==> src/rtl/wb_ascon_blkbuf_pkg.sv <==
// Shared types and helpers for the ASCON input block buffer.
package ascon_buf_pkg;

  // One queued 64-bit ASCON block with its metadata.
  typedef struct packed {
    logic [63:0] data;
    logic [3:0]  len;
    logic        ad;
    logic        last;
  } blk_entry_t;

  // Staging FSM: S_HALF holds the upper word of a block still being packed.
  typedef enum logic {
    S_EMPTY = 1'b0,
    S_HALF  = 1'b1
  } stage_state_t;

  // Legal left-aligned byte-enable patterns; SEL_NONE is legal only with wr_last.
  localparam logic [3:0] SEL_B1   = 4'b1000;
  localparam logic [3:0] SEL_B2   = 4'b1100;
  localparam logic [3:0] SEL_B3   = 4'b1110;
  localparam logic [3:0] SEL_B4   = 4'b1111;
  localparam logic [3:0] SEL_NONE = 4'b0000;

  // Number of enabled bytes in a word.
  function automatic logic [3:0] sel_len(input logic [3:0] sel);
    return {3'b000, sel[3]} + {3'b000, sel[2]} + {3'b000, sel[1]} + {3'b000, sel[0]};
  endfunction

  // Byte mask so that disabled bytes land in the block as zero.
  function automatic logic [31:0] sel_mask(input logic [3:0] sel);
    return {{8{sel[3]}}, {8{sel[2]}}, {8{sel[1]}}, {8{sel[0]}}};
  endfunction

endpackage

==> src/rtl/wb_ascon_blkbuf_if.sv <==
// Bus-side and core-side signals of the block buffer.
// Handshake: a bus word is taken on the cycle wr_en && wr_ready (and a legal
// wr_sel); a block leaves the head on the cycle rd_valid && rd_ready. rd_* is
// a combinational view of the head and does not depend on rd_ready.
interface wb_ascon_blkbuf_if
  import ascon_buf_pkg::*;
#(
  parameter int DEPTH = 8
);
  localparam int CNT_W = $clog2(DEPTH + 1);

  logic             wr_en;
  logic [31:0]      wr_data;
  logic [3:0]       wr_sel;
  logic             wr_ad;
  logic             wr_last;
  logic             wr_ready;
  logic             rd_valid;
  logic             rd_ready;
  logic [63:0]      rd_block;
  logic [3:0]       rd_len;
  logic             rd_ad;
  logic             rd_last;
  logic [CNT_W-1:0] count;
  logic             full;
  logic             empty;
  logic             err;
  stage_state_t     stage_state;

  modport master (
    output wr_en, wr_data, wr_sel, wr_ad, wr_last, rd_ready,
    input  wr_ready, rd_valid, rd_block, rd_len, rd_ad, rd_last,
    input  count, full, empty, err, stage_state
  );

  modport slave (
    input  wr_en, wr_data, wr_sel, wr_ad, wr_last, rd_ready,
    output wr_ready, rd_valid, rd_block, rd_len, rd_ad, rd_last,
    output count, full, empty, err, stage_state
  );
endinterface

==> src/rtl/wb_ascon_blkbuf_fifo.sv <==
// Synchronous FIFO of block entries; full/empty come from the count.
module ascon_sync_fifo
  import ascon_buf_pkg::*;
#(
  parameter int  DEPTH   = 8,
  parameter type entry_t = blk_entry_t,
  localparam int CNT_W   = $clog2(DEPTH + 1),
  localparam int PTR_W   = $clog2(DEPTH)
) (
  input  logic             clk,
  input  logic             nRST,
  input  logic             clear,
  input  logic             push,
  input  entry_t           push_data,
  input  logic             pop,
  output entry_t           head,
  output logic [CNT_W-1:0] count,
  output logic             full,
  output logic             empty
);

  entry_t           mem [DEPTH];
  logic [PTR_W-1:0] wr_ptr;
  logic [PTR_W-1:0] rd_ptr;
  logic             do_push;
  logic             do_pop;

  assign full    = (count == CNT_W'(DEPTH));
  assign empty   = (count == '0);
  assign do_push = push && !full && !clear;
  assign do_pop  = pop && !empty && !clear;
  // Head reads as zero while empty so rd_* is clean after reset or drain.
  assign head    = empty ? '0 : mem[rd_ptr];

  // Storage write; contents need no reset because count masks them.
  always_ff @(posedge clk) begin
    if (do_push) mem[wr_ptr] <= push_data;
  end

  // Pointers and count; pointers wrap naturally since DEPTH is a power of two.
  always_ff @(posedge clk or negedge nRST) begin
    if (!nRST) begin
      wr_ptr <= '0;
      rd_ptr <= '0;
      count  <= '0;
    end else if (clear) begin
      wr_ptr <= '0;
      rd_ptr <= '0;
      count  <= '0;
    end else begin
      if (do_push) wr_ptr <= wr_ptr + PTR_W'(1);
      if (do_pop)  rd_ptr <= rd_ptr + PTR_W'(1);
      case ({do_push, do_pop})
        2'b10:   count <= count + CNT_W'(1);
        2'b01:   count <= count - CNT_W'(1);
        default: count <= count;
      endcase
    end
  end

endmodule

==> src/rtl/wb_ascon_blkbuf.sv <==
// Packs 32-bit bus words into 64-bit ASCON blocks and queues them for the core.
module wb_ascon_blkbuf
  import ascon_buf_pkg::*;
#(
  parameter int  DEPTH = 8,
  localparam int CNT_W = $clog2(DEPTH + 1)
) (
  input  logic               clk,
  input  logic               nRST,
  input  logic               clear,
  wb_ascon_blkbuf_if.slave   bus
);

  stage_state_t     state;
  stage_state_t     state_next;
  logic [31:0]      half_word;
  logic             half_ad;
  logic             load_half;
  logic             push;
  blk_entry_t       push_entry;
  blk_entry_t       head;
  logic             fifo_full;
  logic             fifo_empty;
  logic [CNT_W-1:0] fifo_count;
  logic             sel_ok;
  logic             accept;
  logic             drop;
  logic [31:0]      word;
  logic             err;

  // Word qualification: legal byte enables and room in the queue.
  always_comb begin
    sel_ok = (bus.wr_sel == SEL_B1) || (bus.wr_sel == SEL_B2) ||
             (bus.wr_sel == SEL_B3) || (bus.wr_sel == SEL_B4) ||
             ((bus.wr_sel == SEL_NONE) && bus.wr_last);
    accept = bus.wr_en && !fifo_full && sel_ok;
    drop   = bus.wr_en && !accept;
    word   = bus.wr_data & sel_mask(bus.wr_sel);
  end

  // Staging next-state and block assembly; a block's tag comes from its first word.
  always_comb begin
    state_next = state;
    load_half  = 1'b0;
    push       = 1'b0;
    push_entry = '0;
    if (accept) begin
      case (state)
        S_EMPTY: begin
          if ((bus.wr_sel == SEL_B4) && !bus.wr_last) begin
            load_half  = 1'b1;
            state_next = S_HALF;
          end else begin
            push            = 1'b1;
            push_entry.data = {word, 32'h0};
            push_entry.len  = sel_len(bus.wr_sel);
            push_entry.ad   = bus.wr_ad;
            push_entry.last = bus.wr_last;
          end
        end
        S_HALF: begin
          push            = 1'b1;
          push_entry.data = {half_word, word};
          push_entry.len  = 4'd4 + sel_len(bus.wr_sel);
          push_entry.ad   = half_ad;
          push_entry.last = bus.wr_last;
          state_next      = S_EMPTY;
        end
        default: state_next = S_EMPTY;
      endcase
    end
  end

  // Staging state register.
  always_ff @(posedge clk or negedge nRST) begin
    if (!nRST)      state <= S_EMPTY;
    else if (clear) state <= S_EMPTY;
    else            state <= state_next;
  end

  // Upper half of a block awaiting its second word.
  always_ff @(posedge clk or negedge nRST) begin
    if (!nRST) begin
      half_word <= '0;
      half_ad   <= 1'b0;
    end else if (clear) begin
      half_word <= '0;
      half_ad   <= 1'b0;
    end else if (load_half) begin
      half_word <= word;
      half_ad   <= bus.wr_ad;
    end
  end

  // Sticky error for any dropped write.
  always_ff @(posedge clk or negedge nRST) begin
    if (!nRST)      err <= 1'b0;
    else if (clear) err <= 1'b0;
    else if (drop)  err <= 1'b1;
  end

  ascon_sync_fifo #(
    .DEPTH   (DEPTH),
    .entry_t (blk_entry_t)
  ) u_fifo (
    .clk       (clk),
    .nRST      (nRST),
    .clear     (clear),
    .push      (push),
    .push_data (push_entry),
    .pop       (bus.rd_ready),
    .head      (head),
    .count     (fifo_count),
    .full      (fifo_full),
    .empty     (fifo_empty)
  );

  assign bus.wr_ready    = !fifo_full;
  assign bus.rd_valid    = !fifo_empty;
  assign bus.rd_block    = head.data;
  assign bus.rd_len      = head.len;
  assign bus.rd_ad       = head.ad;
  assign bus.rd_last     = head.last;
  assign bus.count       = fifo_count;
  assign bus.full        = fifo_full;
  assign bus.empty       = fifo_empty;
  assign bus.err         = err;
  assign bus.stage_state = state;

endmodule

==> src/flat_wrapper.sv <==
// flat-port wrapper written by rule: the top's interface ports become plain ports
module wb_ascon_blkbuf_flat import ascon_buf_pkg::*;
#(
  parameter int  DEPTH = 8,
  localparam int CNT_W = $clog2(DEPTH + 1)
)
  (clk, nRST, clear, bus_wr_en, bus_wr_data, bus_wr_sel, bus_wr_ad, bus_wr_last, bus_rd_ready, bus_wr_ready, bus_rd_valid, bus_rd_block, bus_rd_len, bus_rd_ad, bus_rd_last, bus_count, bus_full, bus_empty, bus_err, bus_stage_state);
  wb_ascon_blkbuf_if #(.DEPTH(DEPTH)) bus_i ();
  input  logic clk;
  input  logic nRST;
  input  logic clear;
  input wire logic [$bits(bus_i.wr_en)-1:0] bus_wr_en;
  input wire logic [$bits(bus_i.wr_data)-1:0] bus_wr_data;
  input wire logic [$bits(bus_i.wr_sel)-1:0] bus_wr_sel;
  input wire logic [$bits(bus_i.wr_ad)-1:0] bus_wr_ad;
  input wire logic [$bits(bus_i.wr_last)-1:0] bus_wr_last;
  input wire logic [$bits(bus_i.rd_ready)-1:0] bus_rd_ready;
  output wire logic [$bits(bus_i.wr_ready)-1:0] bus_wr_ready;
  output wire logic [$bits(bus_i.rd_valid)-1:0] bus_rd_valid;
  output wire logic [$bits(bus_i.rd_block)-1:0] bus_rd_block;
  output wire logic [$bits(bus_i.rd_len)-1:0] bus_rd_len;
  output wire logic [$bits(bus_i.rd_ad)-1:0] bus_rd_ad;
  output wire logic [$bits(bus_i.rd_last)-1:0] bus_rd_last;
  output wire logic [$bits(bus_i.count)-1:0] bus_count;
  output wire logic [$bits(bus_i.full)-1:0] bus_full;
  output wire logic [$bits(bus_i.empty)-1:0] bus_empty;
  output wire logic [$bits(bus_i.err)-1:0] bus_err;
  output wire logic [$bits(bus_i.stage_state)-1:0] bus_stage_state;
  assign bus_i.wr_en = bus_wr_en;
  assign bus_i.wr_data = bus_wr_data;
  assign bus_i.wr_sel = bus_wr_sel;
  assign bus_i.wr_ad = bus_wr_ad;
  assign bus_i.wr_last = bus_wr_last;
  assign bus_i.rd_ready = bus_rd_ready;
  assign bus_wr_ready = bus_i.wr_ready;
  assign bus_rd_valid = bus_i.rd_valid;
  assign bus_rd_block = bus_i.rd_block;
  assign bus_rd_len = bus_i.rd_len;
  assign bus_rd_ad = bus_i.rd_ad;
  assign bus_rd_last = bus_i.rd_last;
  assign bus_count = bus_i.count;
  assign bus_full = bus_i.full;
  assign bus_empty = bus_i.empty;
  assign bus_err = bus_i.err;
  assign bus_stage_state = bus_i.stage_state;
  wb_ascon_blkbuf #(.DEPTH(DEPTH)) u_core (.clk(clk), .nRST(nRST), .clear(clear), .bus(bus_i));
endmodule
==> config.mk <==
export PLATFORM = sky130hd
export DESIGN_NAME = wb_ascon_blkbuf_flat
export DESIGN_NICKNAME = d
export VERILOG_FILES = /design/src/rtl/wb_ascon_blkbuf_pkg.sv /design/src/rtl/wb_ascon_blkbuf_if.sv /design/src/rtl/wb_ascon_blkbuf_fifo.sv /design/src/rtl/wb_ascon_blkbuf.sv /design/src/flat_wrapper.sv
export SDC_FILE = /design/constraint.sdc
export NUM_CORES = 1
export LEC_CHECK = 0
export ABC_AREA = 1
export BUFFER_PORTS_ARGS = -buffer_cell sky130_fd_sc_hd__buf_2
export CAP_MARGIN = 20
export CORE_ASPECT_RATIO = 1.1
export CORE_MARGIN = 2
export CORE_UTILIZATION = 55
export DETAILED_ROUTE_END_ITERATION = 8
export GPL_TIMING_DRIVEN = 0
export PLACE_DENSITY = 0.73
export SETUP_SLACK_MARGIN = 0.3
export SYNTH_ARGS = -nofsm -noshare
export SYNTH_HDL_FRONTEND = slang
export SYNTH_SLANG_ARGS = --single-unit
==> constraint.sdc <==
create_clock -name clk -period 8.02 [get_ports clk]
set_input_delay 0.802 -clock clk [delete_from_list [all_inputs] [get_ports clk]]
set_output_delay 0.802 -clock clk [all_outputs]
set_load 0.005 [all_outputs]
Yosys cells after proc, flatten, opt, wreduce, memory -nomap -nowiden
Memory sizes are Yosys's and may differ from the RTL's.
Index checks and enable logic that the tools add are counted.
Widths: inputs -> output; s select.

storage, ports and cells
  flip-flop bits (word level) = 45
  latch bits = 0
  bits in read-only memories = 0
  word-level logic and storage cells = 78
  output and inout port bits = 80
  memories = 1
  bits in writable memories = 560

cells by class
  mux-type cells = 27
  divide/modulo/power cells = 0
  reductions and logical operators = 26
  $add $sub $neg = 8
  eq/ne operators = 7
  shifts and indexed selects = 0
  bitwise operators = 2
  $lt $le $gt $ge = 0
  multipliers = 0

memories
  name               words  width  read ports  clocked after Yosys merged registers in  wr ports  RTL line                    RTL
  u_core.u_fifo.mem  8      70     1           0                                        1         wb_ascon_blkbuf_fifo.sv:22  entry_t mem [DEPTH];

operators with widths
  kind                 number
  $mux 70              3
  $pmux 70 s2          1
  $mux 32              2
  $and 32x32->32       1
  $eq 4x4->1 const B   5
  $mux 1               13
  $mux 3               4
  $reduce_bool 2->1    5
  $logic_and 1x1->1    9
  $add 4x1->4          2
  $logic_not 4->1      2
  $pmux 4 s2           1
  $add 3x1->3 const B  2
  $logic_not 1->1      5
  $add 3x4->4 const A  1
  $add 4x1->4 const B  1
  $logic_or 1x1->1     4
  $mux 4               1
  $pmux 1 s2           2
  $sub 4x1->4 const B  1
  $reduce_bool 3->1    1
  $add 1x1->2          1
  $eq 2x1->1 const B   1
  $eq 2x2->1 const B   1
  $not 1->1            1

Logic depth before layout (Yosys ltp)
Gate-level depths: netlist (run 1).

  word-level depth = 12
  mapped depth = 18
  gate-level depth less buffers = 17

Cells and area by module
From an unflattened synthesis (run 1), not the netlist that was laid out.

unflattened totals
  cells, all modules = 2096
  area, all modules = 25139.1 sq um

modules (own cells, without submodules)
  module           instances  cells each  area an instance (sq um)  seq. area each (sq um)
  ascon_sync_fifo  1          1687        22384.0                   17066.4
  wb_ascon_blkbuf  1          409         2755.1                    875.8

Worst setup path before layout (run 1)
Ideal clock, no wire load.

  path type = input -> register
  from = in bus_wr_sel[2]
  to = mem u_core.u_fifo.mem[0][0] (netlist name), enable pin
  cell stages on the path = 11
  data arrival time = 4825 ps
  data required time = 7521 ps
  setup time = 499 ps
  path buffers = 1
  path slack = 2697 ps
  cells stage by stage = clkbuf_1 -> inv_1 -> ha_1 -> nand2_1 -> nand2_1 -> inv_2 -> nor2_8 -> nand3_4 -> nor2_1 -> nand2_1 -> nor2_1

between the ends
  longest elaborated chain between the ends = 11
  elaborated cells between the ends (all ways) = 19
  those cells by class = eq/ne: 4; mux: 5; reduce/logical: 10

ends and longest elaborated chain
  item                                                                RTL line                    RTL
  from (decl)                                                         flat_wrapper.sv:14          input wire logic [$bits(bus_i.wr_sel)-1:0] bus_wr_sel;
  parallel branches: the longest is 6 deep, another holds $eq 4x4->1  -
  $mux 1 *                                                            wb_ascon_blkbuf.sv:47       if (accept) begin
  $logic_and 1x1->1 * (2 in a row)                                    wb_ascon_blkbuf_fifo.sv:30  assign do_push = push && !full && !clear;
  $mux 1 *                                                            wb_ascon_blkbuf_fifo.sv:37  if (do_push) mem[wr_ptr] <= push_data;
  $mux 1 (not written as such) *                                      wb_ascon_blkbuf_fifo.sv:37
  to (decl)                                                           wb_ascon_blkbuf_fifo.sv:22

Every way passes the cells marked *.

Worst setup path in the final report (run 1)
  from = reg u_core.u_fifo.rd_ptr[2]
  to = out bus_rd_block[57]

between the ends
  longest elaborated chain between the ends = 2

ends and longest elaborated chain
  item                    RTL line                    RTL
  from (decl)             wb_ascon_blkbuf_fifo.sv:24  logic [PTR_W-1:0] rd_ptr;
  from (signal assigned)  wb_ascon_blkbuf_fifo.sv:52  if (do_pop) rd_ptr <= rd_ptr + PTR_W'(1);
  $mem_v2 8x70            -
  $mux 70                 wb_ascon_blkbuf_fifo.sv:33  assign head = empty ? '0 : mem[rd_ptr];
  to (decl)               flat_wrapper.sv:20          output wire logic [$bits(bus_i.rd_block)-1:0] bus_rd_block;

Every way passes these cells.

==> results of run 1 <==
[flip-flops by register name, indices dropped and copies added (netlist names)]
signal	cells
u_core.u_fifo.count	4
u_core.bus.stage_state	1
u_core.u_fifo.wr_ptr	3
u_core.half_ad	1
u_core.bus.err	1
u_core.half_word	32
u_core.u_fifo.rd_ptr	3
u_core.u_fifo.mem	560
[final timing paths]
path / startpoint / to
hold reg to reg: u_core.bus.err / u_core.bus.err
hold / removal: nRST / u_core.bus.err
max in group asynchronous: nRST / u_core.half_word[13]
setup reg to reg: u_core.bus.stage_state / u_core.u_fifo.mem[0][38]
min in group clk: bus_wr_en / u_core.bus.err
setup / recovery: u_core.u_fifo.rd_ptr[2] / bus_rd_block[57]
[critical path: stages, from the launching register on]
cell,delay (ns)
dfrtp_1,0.36
inv_1,0.44
clkbuf_1,0.92
clkbuf_1,0.40
o21ai_0,0.21
a31oi_1,0.25
buf_2,0.16
[routing by layer]
metal | part of all wire, % | routed length (um) | vias up | GRT usage, %
li1 | - | - | 7495 | -
met2 | 49 | 32000 | 972 | 47.1
met1 | 38 | 24700 | 8349 | 38.0
met3 | 9.7 | 6350 | 153 | 4.22
met5 | 0 | 0 | - | 0
met4 | 3.9 | 2540 | 0 | 11.6
[metrics by stage]
stage	TNS, ns	setup WS, ns	cell area (um2)
floorplan	0	2.70	24400
detailed placement	0	4.05	26100
global placement	-75.46	-0.318	25700
global route	0	3.76	28100
finish	0	3.86	28100
CTS	0	3.81	28000
[where the power goes]
group	switching, mW	internal [mW]	total, mW
sequential	0.0272	3.44	3.47
clock	1.15	1.64	2.79
combinational	1.66	0.782	2.44
total	2.84	5.87	8.70
[final cells by class]
| type | count | area (um2) | area share [%] |
|---|---|---|---|
| Tap cell | 574 | 718 | 2.56 |
| Sequential cell | 605 | 17900 | 63.9 |
| Timing Repair Buffer | 139 | 951 | 3.39 |
| Inverter | 71 | 267 | 0.950 |
| Multi-Input combinational cell | 1139 | 5660 | 20.2 |
| Clock inverter | 42 | 490 | 1.75 |
| Clock buffer | 60 | 1440 | 5.12 |
| Buffer | 133 | 602 | 2.14 |
[cells in the mapped netlist (2+ instances only)]
master / count / area (um2)
a21oi_1: 4 / 20.0
edfxtp_1: 560 / 16800
clkbuf_2: 2 / 10.0
nand2_2: 4 / 25.0
nand3_2: 4 / 40.0
buf_1: 6 / 22.5
buf_2: 41 / 205
nand3_4: 2 / 35.0
o22ai_2: 20 / 250
o21ai_0: 346 / 1730
nor2_2: 2 / 12.5
o21ai_1: 12 / 60.1
o21ai_2: 2 / 17.5
ha_1: 8 / 100
buf_6: 3 / 33.8
nand2_1: 64 / 240
nor2_1: 469 / 1760
inv_2: 7 / 26.3
nand3_1: 7 / 35.0
buf_4: 7 / 52.6
clkbuf_1: 74 / 278
inv_1: 64 / 240
o22ai_1: 116 / 726
a31oi_1: 70 / 438
dfrtp_1: 45 / 1130
[cell families after synthesis]
logic type,Yosys count,share of synthesized area (%)
buffers and inverters,204,3.56
DFF,605,73.5
adders and majority gates,9,0.492
and+or+nand+nor,558,9.08
xor gates and xnor gates,1,0.0359
AOI/OAI and AO/OA,571,13.3
[cells in the final DEF, fill, tap and decap left out, types with 3 or more instances in the layout]
| cell type | n |
|---|---|
| a21oi_1 | 4 |
| a31oi_1 | 70 |
| buf_1 | 6 |
| buf_12 | 17 |
| buf_2 | 163 |
| buf_4 | 7 |
| buf_6 | 3 |
| bufinv_16 | 11 |
| clkbuf_1 | 77 |
| clkbuf_16 | 57 |
| clkinv_1 | 13 |
| clkinv_2 | 10 |
| clkinvlp_4 | 7 |
| dfrtp_1 | 45 |
| edfxtp_1 | 560 |
| ha_1 | 8 |
| inv_1 | 64 |
| inv_2 | 7 |
| nand2_1 | 64 |
| nand2_2 | 4 |
| nand3_1 | 7 |
| nand3_2 | 4 |
| nor2_1 | 461 |
| nor2_4 | 9 |
| o21ai_0 | 346 |
| o21ai_1 | 12 |
| o22ai_1 | 116 |
| o22ai_2 | 20 |
==> metrics.txt, run 1 <==
status finished, final reports clean; crit end category output pin; area grow syn2layout 15.0%; # clock sinks around 610; Max-slew headroom between 20% and 30%; yosys warns 0; DRT Pass-1 Iters 6; non-filler cells, final between 2000 and 3000; worst reg2reg path depth 7; row count 80; vias in the first global route around 17000; clk slew on worst S/H paths ~0.060 ns; RSZ-0062 raised after global routing no; GR Overflow Total 0; max frequency approximately 0.24 GHz; H-Tree Depth 2; Num CTS Buffers 55; Max FO, Critical Path 10; Final nets between 2000 and 2500; Max Buffers Root-to-Sink 3; ratio of cells with drive above 1 in the final layout ~15%; Post-Syn Instances around 2000; initial DRC count between 2000 and 2500; Post-route DRC 0; Port Buffer Count around 120; Boundary Pins approximately 120; Final Cycle Share between 50% and 60%; drt wl/cell between 20 and 25 um; CP Data Required Time approximately 7.2 ns; Post-CTS Hold Fix Bufs 0; Yosys cell types 34; Hold WS roughly 0.20 ns; global-route wire length before repair slightly below 100 mm; area of the core between 40000 and 50000 um2; die height between 200 and 250 um; Die X around 200 um; initial antenna violation count 1; Worst Skew ~0.022 ns; crit path kind register to output pin; placed cell count around 2700; top_reg_cell synth edfxtp_1; Slew Limit Fails 0; CTS root buf clkbuf_16; Resized Gates After CTS 0; synthesized area ~24000 um2; die area 46100 um2; R2R setup slack approximately 5.1 ns; leakage power just over 10 nW; Post-synth EDFFs between 500 and 600; Async SR Flop Fraction between 7 and 8%; worst-margin pin slew around 1.2 ns; routed vias 17000; clk_lat worst skew about 0.6 ns; Critical Path AT between 3 and 4 ns; GP Congestion 0.891; final hold violation count 0; synthesized area per cell between 10 and 15 um2; Initial Util 56.1%; Hold WC Path Type primary input to asynchronous set/reset pin; syn_nets 2000; Seq cells post-synth between 600 and 700; CTS tree built; Tmin final between 4 and 5 ns; CP startpoint kind register; final WL 65.6 mm; Power, Total a little under 9 mW; largest net degree at the start of global routing 46; Fill cells about 3100; sequential area share after synthesis around 74%; GR Util All Layers between 20% and 30%; post-CTS setup buffers 0; # diodes 0; dpl hpwl about 43 mm; PwrDens about 310 nW/um2; Detail Route Antenna Nets 0; via/cell ratio a little over 6; Post-Route Utilization between 60 and 70%; setup violators final 0; Max-Cap Viols 0; worst ir drop on vdd 0.217 mV
(Power assumes the default switching activity.)
==> run 2: changes to the inputs <==
- clock period: 8.02 -> 4.3 ns (I/O delays scaled with it)
==> run 2 against run 1 <==
Sequential share of layout area hardly changed. Total power is 86% higher. Sequential power is 86% higher. Critical path depth stayed put. Utilization hardly changed. Die area stayed put. Non-clock buffer count is 1 higher. Cell count hardly changed. Cell area hardly changed. Clock power is 86% higher. Via count is 0.22% lower. Clock-buffer cell count stayed put. Critical path type unchanged. Critical endpoint unchanged. Largest power group unchanged. Highest routed layer unchanged.
==> metrics.txt, run 2 (same netlist as run 1, synthesis figures left out) <==
# clock sinks 605 (unchanged); setup violators final 0 (unchanged); Max-Cap Viols 0 (unchanged); final WL 65.3 mm (-0.44%); post-CTS setup buffers 0 (unchanged); ratio of cells with drive above 1 in the final layout 15.1% (about the same); Max Buffers Root-to-Sink 3 (unchanged); via/cell ratio 6.13 (-0.25%); slowest stage delay, CP 0.91 ns (about the same); most frequent cells in the layout edfxtp_1, nor2_1, o21ai_0, buf_2, o22ai_1; CP most frequent cell clkbuf_1; area grow syn2layout 15.0% (about the same); max frequency about 0.26 GHz; R2R setup slack 1.40 ns (-3.70 ns); Boundary Pins 123 (unchanged); Worst Skew 0.0175 ns (-0.00417 ns); Final Cycle Share just under 90%; Final nets 2197 (+0.046%); clk_lat worst skew 0.60 ns (about the same); Tmin final ~3.8 ns; worst ir drop on vdd 0.405 mV (+87%); Power Internal 10.9 mW (+87%); Biggest register u_core.u_fifo.mem; family with the most delay on the worst path buffers and inverters; biggest regs u_core.u_fifo.mem x560, u_core.half_word x32, u_core.u_fifo.count x4; Clk pwr share 32.1% (about the same); CP Data Required Time 3.87 ns (-3.35 ns); Hold WC Path Type primary input to register; Die X 205 um (unchanged); Post-Route Utilization 64.5% (about the same); vias in the first global route 16700 (unchanged); DRT Pass-1 Iters 5 (-1); sw power 5.28 mW (+86%); Hold WS 0.126 ns (-0.0743 ns); Critical Path AT 3.35 ns (about the same); dpl hpwl 42.8 mm (unchanged); area of the core 43500 um2 (unchanged); Port Buffer Count 122 (unchanged); crit path kind register to output pin; PwrDens 578 nW/um2 (+86%); critical path cell sequence inv_1, clkbuf_1, clkbuf_1, o21ai_0, a31oi_1, buf_2; Num CTS Buffers 55 (unchanged); Resized Gates After CTS 0 (unchanged); GR Overflow Total 0 (unchanged); largest net degree at the start of global routing 46 (unchanged); Post-route DRC 0 (unchanged); die height 225 um (unchanged); H-Tree Depth 2 (unchanged); GR Util All Layers 28.4% (unchanged); setup TNS 0 ns (unchanged); Post-CTS Hold Fix Bufs 0 (unchanged); Largest register FFs 560 (unchanged); switching share of power 32.5% (-0.048 points); final hold violation count 0 (unchanged); Max-slew headroom 23.2% (+1.4 points); worst-margin pin slew 1.15 ns (-0.0212 ns); Max FO, Critical Path 10 (unchanged); global-route wire length before repair 97.7 mm (unchanged); status finished, final reports clean; CTS tree built; drt wl/cell 23.6 um (-0.48%); Initial Util 56.1% (unchanged); clk slew on worst S/H paths 0.06 ns (about the same); initial DRC count 2135 (+1.3%); die area 46100 um2 (unchanged); # diodes 0 (unchanged); GP Congestion 0.891 (unchanged); Slowest cell on crit path clkbuf_1; Reg power frac 39.9% (about the same); CTS root buf clkbuf_16; min-delay src bus_wr_en; Crit. Startpoint u_core.u_fifo.rd_ptr[2]; crit end category output pin; leakage power 10.1 nW (about the same); most common cell after layout, fill and taps aside edfxtp_1; logic gate share of total power 28.0% (about the same); row count 80 (unchanged); RSZ-0062 raised after global routing no; Critical R2R Launch u_core.bus.stage_state; Slew Limit Fails 0 (unchanged); Worst Path Buf+Inv 4 (unchanged); CP startpoint kind register; routed vias 16900 (-0.22%); Detail Route Antenna Nets 0 (unchanged); initial antenna violation count 1 (unchanged); Power, Total 16.2 mW (+86%)
## run 2: cell count changes in the layout (fill, tap and decap cells not counted), sizes merged
cell / previous run / this run
dlygate4sd3: 0 / 1
## run 2: metal layers
layer / wire [um] / GRT usage (%) / part of all wire, %
met1: 24600 / 38.0 / 38
met2: 31800 / 47.1 / 49
met3: 6390 / 4.22 / 9.8
met4: 2500 / 11.6 / 3.8
met5: 0 / 0 / 0
## run 2: cell type report
cell class,count,area (um2)
sequential,605,17900
fill,3121,15500
multi-input combinational,1139,5660
clock buffer,60,1440
timing repair buffer,140,961
tap,574,718
buffer,133,602
clock inverter,42,490
inverter,71,267
## run 2: final timing paths
path                                                  to  cells past startpoint
worst max-delay path                    bus_rd_block[57]                      6
worst min-delay path                      u_core.bus.err                      3
worst max register to register  u_core.u_fifo.mem[0][38]                      7
worst min register to register            u_core.bus.err                      2
max in group asynchronous           u_core.half_word[18]                      3
min in group asynchronous         u_core.bus.stage_state                      2
## run 2: worst reg2reg max path, cell delays in order (launching register included)
cell and delay [ns]:
dfrtp_1 0.52, inv_2 0.13, nand2_2 0.13, nand3_4 0.18
nor2_1 0.22, nand2_1 0.28, nor2_4 0.79, buf_12 0.31
## run 2: power by group through the flow
stage                     combinational, mW  sequential, mW  clock, mW
after floorplan                        2.57            6.58          0
after global placement                 4.38            6.60          0
after detailed placement               4.49            6.60          0
after CTS                              4.53            6.47       5.22
after global routing                   4.96            6.47       5.44
final                                  4.55            6.47       5.20
## run 2: metrics by stage
step / instance area, um2 / setup slack, ns / std cells
2_1_floorplan: 24400 / -0.651 / 1948
3_3_place_gp: 25700 / -3.67 / 2644
3_5_place_dp: 26100 / 0.699 / 2660
4_1_cts: 28000 / 0.466 / 2762
5_1_grt: 28100 / 0.414 / 2764
6_report: 28100 / 0.517 / 2764
==> run 3: changes to the inputs <==
- ABC_AREA: 1 -> not set
==> run 3 against run 2 <==
First-iteration DRC count shrank 40%. Critical path depth grew 1. Cell count shrank 27%. Synthesized cell count shrank 40%. Die area shrank 1.8%. Combinational power shrank 40%. Global-route usage shrank 3.6 points. Area after synthesis shrank 1.8%. Clock skew grew 0.0052 ns. Via count shrank 26%. Sequential power is essentially flat. Critical path type unchanged. Critical endpoint is now bus_rd_block[61].
==> metrics.txt, run 3 <==
status finished, final reports clean; ratio of cells with drive above 1 in the final layout 31.4% (+16 points); PwrDens 501 nW/um2 (-13%); GR Util All Layers 24.8% (-3.6 points); CTS tree built; family with the most delay on the worst path buffers and inverters; switching share of power 25.4% (-7.2 points); count leader, synth edfxtp_1; Port Buffer Count 120 (-1.6%); Yosys top cell area share 70.2% (+1.3 points); area of the core 43200 um2 (-0.69%); Hold WC Path Type primary input to register; Final nets 1440 (-34%); Slowest cell on crit path mux4_2; worst hold path depth 3 (unchanged); crit end category output pin; area grow syn2layout 17.7%; Post-route DRC 0 (unchanged); non-filler cells, final 2009 (-27%); clk slew on worst S/H paths 0.07 ns (about the same); Reg power frac 45.5% (+5.6 points); R2R setup slack 1.30 ns (-0.10 ns); worst ir drop on vdd 0.323 mV (-20%); post-CTS setup buffers 0 (unchanged); Detail Route Antenna Nets 0 (unchanged); CTS root buf clkbuf_16; Post-synth top cells edfxtp_1, mux4_2, nor2_1; largest net degree at the start of global routing 46 (unchanged); via/cell ratio 6.21 (+1.3%); GP Congestion 0.802 (-10%); Largest register FFs 560 (unchanged); synthesized area 24000 um2 (-1.8%); Clk pwr share 35.2% (+3.1 points); Die X 203 um (-0.89%); Worst Path Buf+Inv 4 (unchanged); # clock sinks 605 (unchanged); most common cell after layout, fill and taps aside edfxtp_1; largest area contributor in the netlist edfxtp_1; clk_lat worst skew 0.60 ns (about the same); Initial Util 55.4% (-0.63 points); synthesized area per cell 20.6 um2 (+64%); vias in the first global route 12700 (-24%); yosys warns 0 (unchanged); sw power 3.59 mW (-32%); crit path kind register to output pin; top_reg_cell synth edfxtp_1; worst reg2reg path depth 8 (+1); Yosys cell types 46 (+35%); Worst Skew 0.0228 ns (+0.00524 ns); Max-Cap Viols 0 (unchanged); Slew Limit Fails 0 (unchanged); global-route wire length before repair 81.0 mm (-17%); FF-to-FF End u_core.u_fifo.mem[4][46]; Post-Syn Instances 1164 (-40%); initial DRC count 1276 (-40%); Async SR Flop Fraction 7.44% (unchanged); Biggest register u_core.u_fifo.mem; GR Overflow Total 0 (unchanged); DRT Pass-1 Iters 6 (+1); Num CTS Buffers 55 (unchanged); Boundary Pins 123 (unchanged); sequential area share after synthesis 74.9% (+1.4 points); final hold violation count 0 (unchanged); routed vias 12500 (-26%); Final Cycle Share 87.1% (-0.87 points); max frequency 0.267 GHz (+0.99%); critical path cell sequence clkbuf_1, clkbuf_2, buf_2, mux4_2, mux2i_1, nor2_1, buf_2; drt wl/cell 27.6 um (+17%); setup violators final 0 (unchanged); setup ws final 0.554 ns (+0.0372 ns); Power Internal 10.6 mW (-3.5%); dpl hpwl 37.4 mm (-12%); logic gate share of total power 19.3% (-8.7 points); # diodes 0 (unchanged); H-Tree Depth 2 (unchanged); CP startpoint kind register; Max-slew headroom 29.3% (+6.1 points); syn_nets 1216 (-39%); Post-synth EDFFs 560 (unchanged); RSZ-0062 raised after global routing no; biggest regs u_core.u_fifo.mem x560, u_core.half_word x32, u_core.u_fifo.count x4; Tmin final 3.75 ns (-0.0372 ns); placed cell count 1903 (-28%); CP Data Required Time 3.87 ns (about the same); min-delay src bus_wr_en; Critical R2R Launch u_core.u_fifo.count[0]; Worst Hold End u_core.bus.err; die height 223 um (-0.89%); Max FO, Critical Path 10 (unchanged); worst-margin pin slew 1.06 ns (-0.0917 ns); die area 45300 um2 (-1.8%); Max Buffers Root-to-Sink 3 (unchanged); slowest stage delay, CP 0.57 ns (-0.34 ns); Power, Total 14.1 mW (-13%); top post-synthesis cells by area edfxtp_1, mux4_2, dfrtp_1; row count 80 (unchanged); Seq cells post-synth 605 (unchanged); final WL 55.4 mm (-15%); CP most frequent cell buf_2; Critical Path AT 3.32 ns (-0.03 ns); dpl ws 0.795 ns (+0.0960 ns); leakage power 9.55 nW (-5.9%); most frequent cells in the layout edfxtp_1, buf_2, mux4_2, nor2_1, mux2i_1; initial antenna violation count 1 (unchanged)
[run 3: cell count changes after synthesis, sizes merged, moves of 63 or more]
cell | before | now
inv | 71 | 8
o22ai | 136 | 0
a31oi | 70 | 2
o21ai | 360 | 2
mux4 | 0 | 140
mux2i | 0 | 71
nor2 | 473 | 87
a32o | 0 | 64
[run 3: metrics by stage]
stage	setup TNS, ns	instance area, um2	hold slack (ns)	utilization [%]
2_1_floorplan	-31.10	24100	0.134	-
3_3_place_gp	-1263.49	25500	0.474	58.9
3_5_place_dp	0	26300	0.481	60.8
4_1_cts	0	28200	0.0301	65.2
5_1_grt	0	28200	0.114	65.2
6_report	0	28200	0.119	65.2
[run 3: worst min-delay path, delay by kind of cell]
kind            cells  cell delay (ns)
simple gates        1             0.07
buf+inv             1             0.12
compound gates      1             0.06
[run 3: worst max-delay path by stage]
| stage | slack (ns) | startpoint | to | cells after the start |
|---|---|---|---|---|
| after floorplan | -0.22 | bus_wr_sel[2] | u_core.u_fifo.mem[2][0] | 8 |
| after global placement | -3.32 | bus_wr_sel[2] | u_core.u_fifo.mem[3][56] | 9 |
| after detailed placement | 0.79 | bus_wr_sel[2] | u_core.u_fifo.mem[4][46] | 13 |
| after CTS | 0.34 | u_core.u_fifo.rd_ptr[1] | bus_rd_block[59] | 7 |
| after global routing | 0.42 | u_core.u_fifo.rd_ptr[0] | bus_rd_block[61] | 7 |
| final | 0.55 | u_core.u_fifo.rd_ptr[0] | bus_rd_block[61] | 7 |
[run 3: kinds of logic (layout without fill, tap and decap cells)]
| logic type | after synthesis | count (layout) | synth area share (%) |
|---|---|---|---|
| adders and majority gates | 9 | 9 | 0.501 |
| DFF | 605 | 605 | 74.9 |
| xor gates and xnor gates | 7 | 7 | 0.256 |
| buffers and inverters | 88 | 359 | 1.70 |
| AOI/OAI and AO/OA | 77 | 77 | 3.06 |
| and+or+nand+nor | 165 | 165 | 3.40 |
| muxes | 213 | 213 | 16.2 |
[run 3: area by class of cell]
type / instances / area, um2
plain buffers: 80 / 422
clock buffers: 77 / 1600
clock inverters: 27 / 268
fillers: 2863 / 15000
inverters: 8 / 35.0
multi-input cells: 471 / 5760
flip-flops and latches: 605 / 17900
well taps: 574 / 718
repair buffers: 167 / 1460
[run 3: layer usage]
metal | GRT usage (%) | share of wire, %
met2 | 41.5 | 51
met3 | 3.62 | 7.5
met5 | 0 | 0
met4 | 10.4 | 3.9
met1 | 33.3 | 38
[run 3: timing repair]
item,CTS,global route
hold buffers,0,1
gates resized for setup,1,4
endpoints found under the hold margin,0,35
pin swaps,0,0
endpoints found under the setup margin,2,6
[run 3: power by group through the flow]
stage	Clock [mW]	Sequential (mW)	Combinational, mW
2_1_floorplan	0	6.56	1.77
3_3_place_gp	0	6.57	2.74
3_5_place_dp	0	6.57	2.78
4_1_cts	5.05	6.44	2.80
5_1_grt	5.27	6.44	2.96
6_report	4.98	6.44	2.73
